<file path="config.mk">
export PLATFORM = sky130hd
export DESIGN_NAME = jk_latch_driver
export DESIGN_NICKNAME = d
export VERILOG_FILES = /design/src/rtl/jk_latch_driver.sv
export SDC_FILE = /design/constraint.sdc
export NUM_CORES = 1
export LEC_CHECK = 0
export BUFFER_PORTS_ARGS = -buffer_cell sky130_fd_sc_hd__buf_2
export CELL_PAD_IN_SITES_DETAIL_PLACEMENT = 1
export CELL_PAD_IN_SITES_GLOBAL_PLACEMENT = 1
export CORE_ASPECT_RATIO = 0.7
export CORE_UTILIZATION = 35
export DETAILED_ROUTE_END_ITERATION = 10
export PLACE_DENSITY_LB_ADDON = 0.2
export SETUP_SLACK_MARGIN = 0.1
export SYNTH_ARGS = -nofsm -noshare
export SYNTH_HDL_FRONTEND = slang
export SYNTH_SLANG_ARGS = --single-unit
</file>
<file path="constraint.sdc">
create_clock -name clk -period 2.5 [get_ports clk]
set_input_delay 0.125 -clock clk [delete_from_list [all_inputs] [get_ports clk]]
set_output_delay 0.125 -clock clk [all_outputs]
set_load 0.01 [all_outputs]
</file>
<file path="src/rtl/jk_latch_driver.sv">
// jk_latch_driver: command stage for a level-sensitive JK latch.
// Accepts hold/reset/set/toggle over valid/ready and drives a J/K setup,
// C pulse and hold sequence. It then samples the latch Q/Qn feedback and
// returns a checked response.
// Toggle is resolved into an explicit set or reset from the Q sampled at
// acceptance, so the latch never sees J=K=1 while C is high.
//
// Ports:
//   clk, rst              clock, asynchronous active-high reset
//   cmd_valid/cmd_ready   command handshake
//   cmd_op                00 hold, 01 reset, 10 set, 11 toggle
//   j, k, c               registered latch drives
//   q_fb, qn_fb           latch feedback (synchronous to clk)
//   rsp_valid/rsp_ready   response handshake
//   rsp_q, rsp_err        sampled Q and consistency error
//   err_count             saturating count of erroneous responses
module jk_latch_driver #(
  parameter int unsigned SETTLE_CYCLES = 1,
  parameter int unsigned PULSE_CYCLES  = 2
) (
  input  logic       clk,
  input  logic       rst,
  input  logic       cmd_valid,
  input  logic [1:0] cmd_op,
  output logic       cmd_ready,
  output logic       j,
  output logic       k,
  output logic       c,
  input  logic       q_fb,
  input  logic       qn_fb,
  output logic       rsp_valid,
  output logic       rsp_q,
  output logic       rsp_err,
  input  logic       rsp_ready,
  output logic [7:0] err_count
);

  localparam int unsigned CNT_W = 4;
  localparam logic [CNT_W-1:0] SETTLE_LAST = CNT_W'(SETTLE_CYCLES - 1);
  localparam logic [CNT_W-1:0] PULSE_LAST  = CNT_W'(PULSE_CYCLES - 1);

  typedef enum logic [2:0] {
    IDLE  = 3'd0,
    SETUP = 3'd1,
    PULSE = 3'd2,
    HOLD  = 3'd3,
    CHECK = 3'd4,
    RESP  = 3'd5
  } state_t;

  state_t           state;
  logic [CNT_W-1:0] cnt;
  logic             expected;
  logic             accept;
  logic             chk_err;

  // Ready is gated by rst so it is low for the whole reset assertion.
  assign cmd_ready = (state == IDLE) & ~rst;
  assign accept    = cmd_valid & cmd_ready;
  assign chk_err   = (q_fb != expected) | (q_fb == qn_fb);

  // Sequencer: all outputs registered, c changes only on clock edges.
  always_ff @(posedge clk or posedge rst) begin
    if (rst) begin
      state     <= IDLE;
      cnt       <= '0;
      expected  <= 1'b0;
      j         <= 1'b0;
      k         <= 1'b0;
      c         <= 1'b0;
      rsp_valid <= 1'b0;
      rsp_q     <= 1'b0;
      rsp_err   <= 1'b0;
      err_count <= '0;
    end else begin
      case (state)
        IDLE: begin
          if (accept) begin
            cnt   <= '0;
            state <= SETUP;
            case (cmd_op)
              2'b00: begin j <= 1'b0;  k <= 1'b0; expected <= q_fb;  end
              2'b01: begin j <= 1'b0;  k <= 1'b1; expected <= 1'b0;  end
              2'b10: begin j <= 1'b1;  k <= 1'b0; expected <= 1'b1;  end
              // toggle becomes set or reset of the opposite of current Q
              default: begin j <= ~q_fb; k <= q_fb; expected <= ~q_fb; end
            endcase
          end
        end
        SETUP: begin
          if (cnt == SETTLE_LAST) begin
            cnt   <= '0;
            c     <= 1'b1;
            state <= PULSE;
          end else begin
            cnt <= cnt + CNT_W'(1);
          end
        end
        PULSE: begin
          if (cnt == PULSE_LAST) begin
            cnt   <= '0;
            c     <= 1'b0;
            state <= HOLD;
          end else begin
            cnt <= cnt + CNT_W'(1);
          end
        end
        HOLD: begin
          if (cnt == SETTLE_LAST) begin
            cnt   <= '0;
            j     <= 1'b0;
            k     <= 1'b0;
            state <= CHECK;
          end else begin
            cnt <= cnt + CNT_W'(1);
          end
        end
        CHECK: begin
          rsp_q     <= q_fb;
          rsp_err   <= chk_err;
          rsp_valid <= 1'b1;
          if (chk_err && (err_count != 8'hFF)) begin
            err_count <= err_count + 8'd1;
          end
          state <= RESP;
        end
        RESP: begin
          if (rsp_ready) begin
            rsp_valid <= 1'b0;
            state     <= IDLE;
          end
        end
        default: state <= IDLE;
      endcase
    end
  end

endmodule

</file>
Yosys cells after proc, flatten, opt, wreduce, memory -nomap -nowiden
Index checks and enable logic that the tools add are counted.
{ "op_classes": {"addsub": 2, "n_eq_ne": 16, "muxes": 23, "bitwise": 5, "reduce_logical": 18} }
{ "ops": {"columns": ["cell", "count"], "rows": [
  ["$pmux W3 S6", 1],
  ["$mux W3", 5],
  ["$mux W4", 3],
  ["$pmux W1 S2", 6],
  ["$pmux W4 S3", 1],
  ["$ne A2 B2 Y1 const B", 5],
  ["$add A8 B1 Y8 const B", 1],
  ["$ne A8 B8 Y1 const B", 1],
  ["$reduce_and A2 Y1", 4],
  ["$eq A3 B2 Y1 const B", 2],
  ["$eq A3 B3 Y1 const B", 2],
  ["$mux W1", 6],
  ["$reduce_and A3 Y1", 2],
  ["$reduce_bool A2 Y1", 3],
  ["$reduce_or A2 Y1", 3],
  ["$reduce_and A5 Y1", 1],
  ["$add A4 B1 Y4 const B", 1],
  ["$eq A4 B1 Y1 const B", 1],
  ["$logic_not A4 Y1", 1],
  ["$eq A3 B1 Y1 const B", 1],
  ["$logic_not A3 Y1", 1],
  ["$pmux W1 S3", 1],
  ["$reduce_bool A3 Y1", 1],
  ["$and A1 B1 Y1", 2],
  ["other kinds (8)", 9]
]} }
{ "totals": {"ff_bits": 22, "out_inout_bits": 15} }

Depth between registers and ports, before layout
Gate-level depths: netlist of the first run.
{ "depth": {"word_depth": 5, "mapped_depth": 6, "ltp_nobuf": 6} }

Least setup slack after synthesis of the first run
Ideal clock, no wire load.
{ "synth_path": {"kind": "register to register", "from": "register state[0]", "to": "register err_count[5]", "setup_time_ns": 0.126, "t_arrival_ns": 1.755, "path_slack_ns": 0.619, "path_stages_with_launch": 5, "path_buffers": 0, "period_less_slack_ns": 1.881, "cell_sequence": "dfrtp_1 or3b_4 a211o_4 or4_1 xnor2_1"} }
{ "synth_via": {"elab_chain_len": 2} }
{ "synth_rtl": {"columns": ["item", "line", "source"], "rows": [
  ["from (decl)", "51", "state_t state;"],
  ["from (signal assigned)", "65", "state <= IDLE;"],
  ["from (signal assigned)", "80", "state <= SETUP;"],
  ["from (signal assigned)", "94", "state <= PULSE;"],
  ["$eq A3 B3 Y1", "76", "case (state)"],
  ["$reduce_and A2 Y1 (no source line)", null, null],
  ["to (signal assigned)", "123", "err_count <= err_count + 8'd1;"],
  ["to (decl)", "35", "output logic [7:0] err_count"]
]} }
Every way passes these cells.
A chain may end at the register's enable or synchronous reset.

Final worst setup path of the first run
Ends and elaborated chain as after synthesis.

==> metrics.txt, run 1 <==
Post-CTS Setup Inserts 0; critical path class reg2reg; Worst Setup Slack, final slightly below 0.4 ns; Max Used Layer met4; row cnt 17; largest net degree at the start of global routing 23; crit share post-route a little over four fifths; critical path startpoint category register; synthesized area 1180 um^2; initial antenna violation count 0; ys flop type dfrtp_1; Post-synth top cells 22 x dfrtp_1, 14 x nand2_1, 10 x nor2_1, 7 x nand3_1; Biggest register err_count; clock latency on the worst-skew pair 0.27 ns; endpoints failing setup 0; fin. max-slew vios 0; register area share after synthesis a little under half; status finished, final reports clean; post-DP HPWL 2000 um; crit path time final about 2.1 ns; Fin Hold WS ~0.04 ns; register bit count reported by yosys 22; full die area 3620 um^2; syn avg cell area between 9 and 10 um^2; WL met1 around 1300 um; routed len/inst 14.3 um; critical path arrival about 2.3 ns; top post-synthesis cells by area dfrtp_1 47%, mux2_2 5.7%, nand2_1 4.4%, ha_1 4.2%, nor2_1 3.2%; drt pass-1 iters 4; met3 routed WL 129 um; post-DR vias/cell around 5.3; post-cts repair resize count 0; Starting Density 37.1%; I/O Buffers 22; Core Util, Final 44.4%; FF-to-FF setup slack approximately 0.39 ns; vias in the first global route 950; Final Hold Fails 0; Area Growth Syn to Fin 19.7%; CTS clock-pin slew for the worst setup and hold paths ~0.09 ns; Core Footprint 3190 um^2; # IOs 23; Ant. Diodes 0; largest area contributor in the netlist dfrtp_1; cts hold-fix bufs 0; RSZ-0062 raised after global routing no; Routed Antenna Nets 0; clk sink count 22; RR Endpoint err_count[5]$_DFFE_PP0P_; power per standard cell area 1310 nW/um^2; DR vias roughly 1000; Worst slew margin 42.5%; layout cells sized above 1 25.0%; CTS tree yes; Setup TNS 0 ns; cell with the most instances after synthesis dfrtp_1; leakage 0.667 nW; largest registers err_count (8), cnt (4), state (3); die width approximately 71 um; crit end category register; Crit path required time ~2.7 ns; All-Layer GR Usage 17.2%; FFs w/ async S/R, synth 100%; crit path max fanout 12; NumNets Final 161; first-pass GRT wire length roughly 4600 um; Max Cap Viol 0; CTS HTree Levels 1; peak supply drop 562 uV; global placer's final weighted congestion between 0.7 and 0.8; worst reg2reg startpoint state[0]$_DFFE_PP0P_; CTS Root Cell clkbuf_8; Max Freq 0.473 GHz; Synth top area share 46.6%; DRC viols 0; Mapped Cells 123; max reg flops 8; grt total ovfl 0; die height 50.6 um; worst clock skew ~0.0057 ns; Yosys Warn Count 0; number of enable flip-flop cells after synthesis 0; WL final 2660 um; dpl ws 0.389 ns; Reg2Reg Depth 4; Hold WC Path Type in2async; total CTS buffers 3; synthesized net count 135; worst-case clock buffer depth 2; Slew @ Worst Pin 0.862 ns; Yosys cell types 33; Iter 0 DRT Violations 29; metal2 WL 1160 um
[routing by layer]
layer | vias up | global-route usage (%)
li1 | 492 | -
met1 | 469 | 23.7
met2 | 16 | 25.7
met3 | 5 | 5.22
met4 | 0 | 5.88
met5 | - | 0
[power by group]
| group | internal, mW | switching, mW | total [mW] | leakage (nW) |
|---|---|---|---|---|
| clock network | 0.214 | 0.126 | 0.340 | 0.0357 |
| logic | 0.371 | 0.468 | 0.838 | 0.362 |
| registers | 0.514 | 0.161 | 0.675 | 0.270 |
[cell usage in the layout (no fill, tap or decap), types with 3 or more instances in the layout]
cell and count:
dfrtp_1 22, buf_2 22, nand2_1 14, nor2_1 10, nand3_1 7, mux2_2 6, inv_1 6, o21ai_0 6
nor3_1 5, a21oi_1 5, ha_1 4, nand2b_1 3, xor2_1 3, a21o_1 3, clkbuf_8 3
[layout make-up]
cell class                      count  area, um^2
Tap cell                           38        47.5
Multi-Input combinational cell     92         598
Fill cell                         379        1780
Inverter                            6        22.5
Clock buffer                        3        41.3
Clock inverter                      1        30.0
Sequential cell                    22         551
Timing Repair Buffer               24         125
[worst max-delay path: stages (launching register included)]
cell	delay [ns]
dfrtp_1	0.52
or3b_4	0.48
a211o_4	0.32
or4_1	0.54
xnor2_1	0.14
[metrics by stage]
step	cells	power (mW)	cell area, um^2
2_1_floorplan	123	1.24	1180
3_3_place_gp	182	1.50	1340
3_5_place_dp	182	1.52	1340
4_1_cts	186	1.87	1420
5_1_grt	186	2.01	1420
6_report	186	1.85	1420
[logic make-up after synthesis]
logic type / after synthesis / synth area share (%)
mux: 6 / 5.71
compound gates: 25 / 14.7
xor+xnor: 5 / 3.70
flops: 22 / 46.6
buf+inv: 9 / 2.86
simple gates: 52 / 22.2
fa+ha+maj: 4 / 4.23
[worst max path at each step]
stage | start | endpoint | depth (start not counted) | slack (ns)
global route | state[0]$_DFFE_PP0P_ | err_count[5]$_DFFE_PP0P_ | 4 | 0.29
floorplan | state[0]$_DFFE_PP0P_ | err_count[5]$_DFFE_PP0P_ | 4 | 0.62
global placement | state[0]$_DFFE_PP0P_ | err_count[5]$_DFFE_PP0P_ | 4 | 0.43
detailed placement | state[0]$_DFFE_PP0P_ | err_count[5]$_DFFE_PP0P_ | 4 | 0.39
CTS | state[0]$_DFFE_PP0P_ | err_count[5]$_DFFE_PP0P_ | 4 | 0.38
finish | state[0]$_DFFE_PP0P_ | err_count[5]$_DFFE_PP0P_ | 4 | 0.39
(Power assumes the default switching activity.)
==> run 2: changes to the inputs <==
--- a/config.mk
+++ b/config.mk
@@ -5,6 +5,7 @@
 export SDC_FILE = /design/constraint.sdc
 export NUM_CORES = 1
 export LEC_CHECK = 0
+export ABC_AREA = 1
 export BUFFER_PORTS_ARGS = -buffer_cell sky130_fd_sc_hd__buf_2
 export CELL_PAD_IN_SITES_DETAIL_PLACEMENT = 1
 export CELL_PAD_IN_SITES_GLOBAL_PLACEMENT = 1
==> constraint.sdc (replaced) <==
create_clock -name clk -period 1.8 [get_ports clk]
set_input_delay 0.09 -clock clk [delete_from_list [all_inputs] [get_ports clk]]
set_output_delay 0.09 -clock clk [all_outputs]
set_load 0.01 [all_outputs]
==> run 2 against run 1 <==
Against the previous run:
- routed wire length increased by 14%
- sequential power increased by 18%
- synthesized cell count increased by 33%
- register-to-register slack got worse by 0.10 ns
- fmax increased by 40%
- sequential share of layout area decreased by 1.8 points
- die area increased by 6.2%
- combinational power increased by 9.3%
- clock power decreased by 12%
- highest routed layer unchanged
- total power increased by 8.5%
- clock-buffer cell count unchanged
- cell area increased by 4.8%
==> metrics.txt, run 2 <==
status finished, final reports clean; commonest non-fill, non-tap cell in the layout nand2_1; Slowest-stage cell, CP dfrtp_1; Post-synth top cells 56 x nand2_1, 22 x dfrtp_1, 19 x inv_1, 13 x nand3_1; fin. max-slew vios 0; NumNets Final around 200; DRC viols 0; Setup TNS 0 ns; CP max stage delay 0.42 ns; Fillers 448; # IOs 23; Most Used Layer, Global Route met2; die height around 52 um; worst clock skew 0.00143 ns; peak supply drop 584 uV; crit path time final between 1.5 and 2 ns; DR vias 1096; first-pass GRT wire length approximately 5200 um; fin area 1480 um^2; FF/Latch Area 551 um^2; initial antenna violation count 0; largest registers err_count (8), cnt (4), state (3); Slew @ Worst Pin approximately 0.29 ns; CP top delay family simple AND/OR/NAND/NOR gates; Ant. Diodes 0; Core Footprint about 3300 um^2; Max Freq 0.661 GHz; WP buf/inv 1; Max Cap Viol 0; routed len/inst 12.8 um; crit path max fanout 4; dpl ws 0.268 ns; Routed Antenna Nets 0; Worst Setup Slack, final 0.286 ns; met3 GRT Util under 10%; Starting Density 38.4%; met1 usage roughly 25%; row cnt 17; critical path class reg2reg; worst reg2reg startpoint cnt[0]$_DFFE_PP0P_; leakage between 0.8 and 0.9 nW; post-DR vias/cell ~4.6; Iter 0 DRT Violations 23; Final Power 2.01 mW; Area after DPL 1430 um^2; total CTS buffers 3; top post-synthesis cells by area dfrtp_1 44%, nand2_1 17%, inv_1 5.7%, nand3_1 5.2%, ha_1 4.0%; crit share post-route a little over four fifths; Yosys Warn Count 0; worst-case clock buffer depth 2; Hold Path Depth 3; GR Util met2 ~30%; crit end category register; synthesized net count 175; hold worst-path end j$_DFFE_PP0P_; Area Growth Syn to Fin 17.8%; die width 73.7 um; Final Hold Fails 0; Worst slew margin 80.9%; grt total ovfl 0; global placer's final weighted congestion around 0.78; post-DP HPWL between 2000 and 2500 um; worst path cell trace inv_1 > ha_1 > nand3_1 > nand2_1 > nand3_1 > o21bai_1 > nand2_1; RR Endpoint state[0]$_DFFE_PP0P_; layout cells sized above 1 21.1%; largest net degree at the start of global routing 23; register area share after synthesis roughly 44%; Reg2Reg Depth 7; number of enable flip-flop cells after synthesis 0; clk sink count 22; vias in the first global route 1164; I/O Buffers 22; All-Layer GR Usage roughly 18%; Mapped Cells 163; endpoints failing setup 0; Yosys cell types 24; most frequent cells in the layout 56 x nand2_1, 22 x dfrtp_1, 22 x buf_2; RSZ-0062 raised after global routing no; largest area contributor in the netlist dfrtp_1; syn avg cell area 7.72 um^2; Synth top area share 43.7%; Post-CTS Setup Inserts 0; Fin Hold WS 0.120 ns; power per standard cell area 1360 nW/um^2; WL final 3020 um; ys flop type dfrtp_1; FFs w/ async S/R, synth 100%; Hold WC Path Type in2reg; Crit path required time 1.94 ns; register bit count reported by yosys 22; critical path arrival 1.66 ns; FF-to-FF setup slack 0.29 ns; critical path startpoint category register; CTS Root Cell clkbuf_8; clock latency on the worst-skew pair 0.26 ns; Biggest register err_count; cell with the most instances after synthesis nand2_1; full die area about 3800 um^2; CTS tree yes; drt pass-1 iters 4; max reg flops 8; CTS clock-pin slew for the worst setup and hold paths 0.07 ns; Hold Startpoint cmd_op[1]; synthesized area 1260 um^2; CTS HTree Levels 1; area taken by multi-input logic gates 614 um^2
[run 2: per-stage QoR]
step	util, %	instances
5_1_grt	45.3	237
3_5_place_dp	43.7	233
2_1_floorplan	-	163
3_3_place_gp	43.7	233
4_1_cts	45.3	237
6_report	45.3	237
[run 2: power breakdown]
group	total [mW]	switching, mW	leakage, nW	internal (mW)
Sequential	0.797	0.149	0.282	0.649
Clock	0.298	0.149	0.0216	0.149
Combinational	0.916	0.577	0.498	0.339
[run 2: final cells by class]
cell class / count / share of cell area [%]
multi-input combinational: 118 / 41.4
inverter: 22 / 5.57
tap: 47 / 3.97
sequential: 22 / 37.1
timing repair buffer: 25 / 9.11
clock buffer: 3 / 2.78
[run 2: worst register-to-register path: cells and delay by family, from the launching register on]
family | cells | cell delay [ns]
flops | 1 | 0.42
simple gates | 4 | 0.53
buf+inv | 1 | 0.10
compound gates | 1 | 0.19
fa+ha+maj | 1 | 0.15
[run 2: repair_timing]
item,CTS,global route
hold buffers,1,0
hold endpoints to repair,22,0
resized for setup,0,0
[run 2: metal layers]
layer	routed length, um	up-vias
li1	-	563
met1	1580	511
met2	1330	20
met3	105	2
met4	7	0
met5	0	-
[run 2: kinds of logic after synthesis]
group           after synthesis  share of synthesized area (%)
simple gates                 88                           29.5
xor+xnor                      8                           6.16
fa+ha+maj                     4                           3.98
compound gates               18                           9.15
flops                        22                           43.7
buf+inv                      23                           7.46
[run 2: worst max path at each step]
stage	start	endpoint	slack (ns)	cells after the start
after floorplan	err_count[0]$_DFFE_PP0P_	err_count[0]$_DFFE_PP0P_	0.55	5
after global placement	state[1]$_DFFE_PP0P_	err_count[0]$_DFFE_PP0P_	0.47	6
after detailed placement	cnt[0]$_DFFE_PP0P_	state[0]$_DFFE_PP0P_	0.27	7
after CTS	cnt[0]$_DFFE_PP0P_	state[0]$_DFFE_PP0P_	0.26	7
after global routing	cnt[0]$_DFFE_PP0P_	state[0]$_DFFE_PP0P_	0.15	7
final	cnt[0]$_DFFE_PP0P_	state[0]$_DFFE_PP0P_	0.29	7
